===== src/rtl/sunc_upm.sv =====
//==============================================================================
// sunc_upm : 4-bit synchronous up counter, wraps at MAX_COUNT, async reset.
// Optional terminal-count output tc when SUNC_UPM_TC_EN is defined.
// Revision: 1.0
//==============================================================================
`default_nettype none

module sunc_upm #(
  parameter int MAX_COUNT   = 15,
  parameter int RESET_VALUE = 0
) (
  input  logic clk,
  input  logic rst,
  output logic Q0,
  output logic Q1,
  output logic Q2,
  output logic Q3
`ifdef SUNC_UPM_TC_EN
  ,
  output logic tc
`endif
);

  localparam logic [3:0] C_MAX   = MAX_COUNT[3:0];
  localparam logic [3:0] C_RESET = RESET_VALUE[3:0];

  generate
    if ((MAX_COUNT < 1) || (MAX_COUNT > 15)) begin : g_bad_max
      $error("sunc_upm: MAX_COUNT must be in 1..15");
    end
    if ((RESET_VALUE < 0) || (RESET_VALUE > MAX_COUNT)) begin : g_bad_reset
      $error("sunc_upm: RESET_VALUE must be in 0..MAX_COUNT");
    end
  endgenerate

  logic [3:0] count_q;
  logic [3:0] count_d;
  logic [3:0] w_toggle;

  // Bit i toggles once every lower bit is 1; terminal detect (or any
  // out-of-range value) overrides and clears the whole word in one edge.
  always_comb begin
    w_toggle = {count_q[2] & count_q[1] & count_q[0],
                count_q[1] & count_q[0],
                count_q[0],
                1'b1};
    count_d  = count_q ^ w_toggle;
    if (count_q >= C_MAX) begin
      count_d = 4'd0;
    end
  end

  always_ff @(posedge clk or posedge rst) begin
    if (rst) begin
      count_q <= C_RESET;
    end else begin
      count_q <= count_d;
    end
  end

  assign Q0 = count_q[0];
  assign Q1 = count_q[1];
  assign Q2 = count_q[2];
  assign Q3 = count_q[3];

`ifdef SUNC_UPM_TC_EN
  assign tc = (count_q == C_MAX);
`endif

endmodule

`default_nettype wire


===== config.mk =====
export PLATFORM = sky130hd
export DESIGN_NAME = sunc_upm
export DESIGN_NICKNAME = d
export VERILOG_FILES = /design/src/rtl/sunc_upm.sv
export SDC_FILE = /design/constraint.sdc
export NUM_CORES = 1
export LEC_CHECK = 0
export CAP_MARGIN = 20
export CELL_PAD_IN_SITES_DETAIL_PLACEMENT = 0
export CELL_PAD_IN_SITES_GLOBAL_PLACEMENT = 1
export CORE_AREA = 8 8 45 47
export CTS_BUF_LIST = sky130_fd_sc_hd__clkbuf_8 sky130_fd_sc_hd__clkbuf_16
export CTS_CLUSTER_SIZE = 8
export DETAILED_ROUTE_END_ITERATION = 6
export DIE_AREA = 0 0 53 55
export PLACE_DENSITY_LB_ADDON = 0.1
export REMOVE_ABC_BUFFERS = 1
export SLEW_MARGIN = 20
export SYNTH_ARGS = -nofsm -noshare
export SYNTH_HDL_FRONTEND = slang
export SYNTH_SLANG_ARGS = --single-unit

===== constraint.sdc =====
create_clock -name clk -period 1.1 [get_ports clk]
set_clock_uncertainty 0.05 [all_clocks]
set_input_delay 0.275 -clock clk [delete_from_list [all_inputs] [get_ports clk]]
set_output_delay 0.275 -clock clk [all_outputs]
set_load 0.005 [all_outputs]

==> results of run 1 <==
==> worst max-delay path, stage by stage, from the launching register on <==
cell and delay, ns:
dfrtp_1 0.37, buf_6 0.13, ha_4 0.16, a21o_1 0.15
a31oi_1 0.12
==> layout make-up <==
class / instances / area (um2) / share of cell area, %
inverter: 1 / 3.754 / 1.235
tap: 16 / 20.02 / 6.584
timing repair buffer: 11 / 78.83 / 25.93
multi-input combinational: 6 / 60.06 / 19.75
sequential: 4 / 100.1 / 32.92
clock buffer: 3 / 41.29 / 13.58
==> how the worst max path moves through the flow <==
stage | end | slack, ns
after CTS | count_q[3] | 0.01
after global placement | count_q[3] | -0.09
final | count_q[3] | 0.05
after detailed placement | count_q[3] | -0.07
after global routing | count_q[3] | -0.01
after floorplan | count_q[3] | 0.04
==> repair_timing <==
item | 4_1_cts | 5_1_grt
pin swaps | 0 | 2
cloned | 0 | 0
gates resized for setup | 19 | 0
buffers inserted | 0 | 1
setup endpoints to repair | 5 | 1
==> layer usage <==
layer | wire length (um) | track usage [%] | share of wire (%)
met1 | 146 | 3.517 | 34
met2 | 203 | 4.688 | 48
met3 | 74 | 4.545 | 17
met4 | 0 | 1.293 | 0
met5 | 0 | 0 | 0
==> power by group through the flow <==
stage	logic, W	clock network, W	registers [W]
floorplan	0.00000245	0	0.000150
global placement	0.00000728	0	0.000150
finish	0.00000663	0.000304	0.000148
CTS	0.00000705	0.000315	0.000148
global route	0.00000753	0.000331	0.000148
detailed placement	0.00000700	0	0.000150
==> logic make-up after synthesis <==
kind of cell / share of synthesized area, %
AO/OA/AOI/OAI: 17.36
flip-flops: 66.12
XOR/XNOR: 5.786
buffers and inverters: 2.477
adder cells (fa/ha/maj): 8.263
==> stage by stage <==
step | std cells | power (W) | TNS, ns | area (um2)
finish | 41 | 0.0004590 | 0 | 304.0
global route | 41 | 0.0004861 | -0.01464 | 304.0
CTS | 40 | 0.0004700 | 0 | 296.5
detailed placement | 37 | 0.0001568 | -0.2953 | 259.0
global placement | 37 | 0.0001571 | -0.3245 | 259.0
floorplan | 11 | 0.0001523 | 0 | 151.4
==> cell usage in the layout, fill, tap and decap left out <==
cell type        Yosys  layout
buf_6                0       1
a21o_1               1       1
inv_1                1       1
dfrtp_1              4       4
clkdlybuf4s50_1      0       1
a31oi_1              3       3
clkbuf_8             0       3
ha_4                 0       1
buf_4                0       5
xor2_1               1       1
buf_2                0       4
==> results summary, run 1 <==
The run finished with clean final reports. Yosys attributes the largest share of cell area to dfrtp_1 (66%), a31oi_1 (12%), ha_1 (8.3%), xor2_1 (5.8%), a21o_1 (5.0%). Across the VDD grid, the largest voltage drop is 0.9621 mV. The count of port buffers added during placement is 5. The internal portion of the total power is 0.0003844 W. The worst setup path is captured at a flip-flop. Clock tree synthesis selected as its root buffer the cell clkbuf_8. Headroom to the max-slew limit came out at 88.97%. The die covers 2915 um2.

Global routing finished with a remaining overflow of 0. For this block, the via count after detailed routing is 148. The total wirelength of the detailed-routed design came out at 424 um. The net switching fraction of the power came out at 16.25%. The startpoint identified for the worst register-to-register timing path is count_q[0]. The wire length of the first global-routing pass came out at 669 um. Setup repair after global routing could not meet its margin everywhere. The critical path starts at count_q[0]. The buffer levels on the longest clock path is 2. The post-synthesis area per instance came out at 13.76 um2.

Dividing the final minimum period by the clock period gives 95.85%. The number of max-cap violations is 0. The number of flip-flops in the largest register is 4. STA puts the critical path data required time at 1.18 ns. The peak clock frequency supported by timing came out at 948.5 MHz. The hold buffer count at cts is 0. The number of diodes added for antenna fixing came out at 0. The total power divided by cell area came out at 1510 nW/um2.

For the worst-skew pair, the clock arrives at the later sink with an insertion delay of 0.21 ns. Sequential cells were found to cover 66.12% of the synthesized design area. After detailed routing, the average wire length per cell comes to 10.34 um. The detailed-routing iteration count for the pre-antenna-repair pass is 2. The CTS tree is yes. The worst path arrival time came out at 1.14 ns. CTS saw 4 sinks.

6 I/O pins were placed. The proportion of power drawn by the clock network came out at 66.3%. The worst-margin pin slew came out at 0.1652 ns. The final critical-path required period is 1.054 ns. The number of warning messages in the yosys log came out at 0. The part of the total power dissipated in combinational logic came out at 1.4%. The initial DRC count is 5. The congestion estimate from routability-driven global placement came to 0.6663. The number of cells on the worst reg-to-reg path is 4.

The final layout net count came out at 30. In this run the vertical extent of the chip is 55 um. In the post-synthesis netlist, the cell with the most instances is dfrtp_1. The share of total power in sequential cells is 32.3%. Prior to clock tree synthesis, the placed netlist has a worst setup slack of -0.06845 ns. After detailed routing, the number of remaining DRC violations is 0. For flop-to-flop paths, the worst setup slack is 0.05 ns. The worst path meets setup with 0.04568 ns of slack.

Hold timing on the final database bottoms out at a slack of 0.2025 ns. At the end of the flow the core is filled with cells to 21.97%. The area growth from synthesis to layout came out at 100.8%. The count of standard-cell rows came out at 14.

The final count of hold timing violations came out at 0. Summed over all nets, the switching power comes to 0.00007457 W. The share of async-settable or async-resettable flops after synthesis is 100.0%.

The initial utilization of the core area, before any placement, comes to 10.94%. The largest register by flop count is count_q. The post-route antenna net violation count came out at 0. The worst register-to-register path ends at count_q[3].

The via count of the first global-routing pass came to 149. The critical path is of the reg -> reg type. The maximum number of pins on one net before global-route repair is 5. Clock-pin slew was measured on the worst setup and hold paths at 0.03 ns.

The floorplan step defined a core boundary enclosing 1384 um2. The largest total area in the synthesized netlist belongs to dfrtp_1. By count the netlist is led by dfrtp_1 (4), a31oi_1 (3). The distinct cell type count of the synthesized netlist came out at 6. The layout cell share with drive strength beyond 1 is 56.00%. The number of filler cells placed in the layout came out at 149. The depth of the CTS H-tree came out at 1. The area share of the largest cell type after synthesis is 66.12%. The number of slew-limit violations in the final report was 0.

Counting every instance in the synthesized netlist gives 11. The area of the mapped netlist came out at 151.4 um2. The number of clock buffers inserted by TritonCTS came out at 3. The leakage power figure is 0.1671 nW. In this run the worst hold path is classified as in -> async. STA classifies the critical path startpoint as a flip-flop. Across every metal layer, demand over resource in global routing totals 3.669%. In the final layout, the registers with the most flip-flops are count_q (4). Setup violations remaining at the end of the flow were counted as 0.

The horizontal extent of the die came out at 53 um. The average via count per standard cell came out at 3.610. Among all flip-flop cells after synthesis, the most frequent one is dfrtp_1. The synthesized design contains 0 enable-type register cells.

The initial antenna violation count came to 0. The synthesized flop and latch total is 4. The maximum net fanout on the critical path is 3.
No activity file was read; power rests on OpenSTA's default activity.
==> run 2: changes to the inputs <==
--- a/config.mk
+++ b/config.mk
@@ -10,9 +10,10 @@
 export CELL_PAD_IN_SITES_GLOBAL_PLACEMENT = 1
 export CORE_AREA = 8 8 45 47
 export CTS_BUF_LIST = sky130_fd_sc_hd__clkbuf_8 sky130_fd_sc_hd__clkbuf_16
-export CTS_CLUSTER_SIZE = 8
+export CTS_CLUSTER_SIZE = 14
 export DETAILED_ROUTE_END_ITERATION = 6
 export DIE_AREA = 0 0 53 55
+export HOLD_SLACK_MARGIN = 0.03
 export PLACE_DENSITY_LB_ADDON = 0.1
 export REMOVE_ABC_BUFFERS = 1
 export SLEW_MARGIN = 20
==> results of run 2 <==
The final DEF is identical to that of run 1; final timing and power are the same.
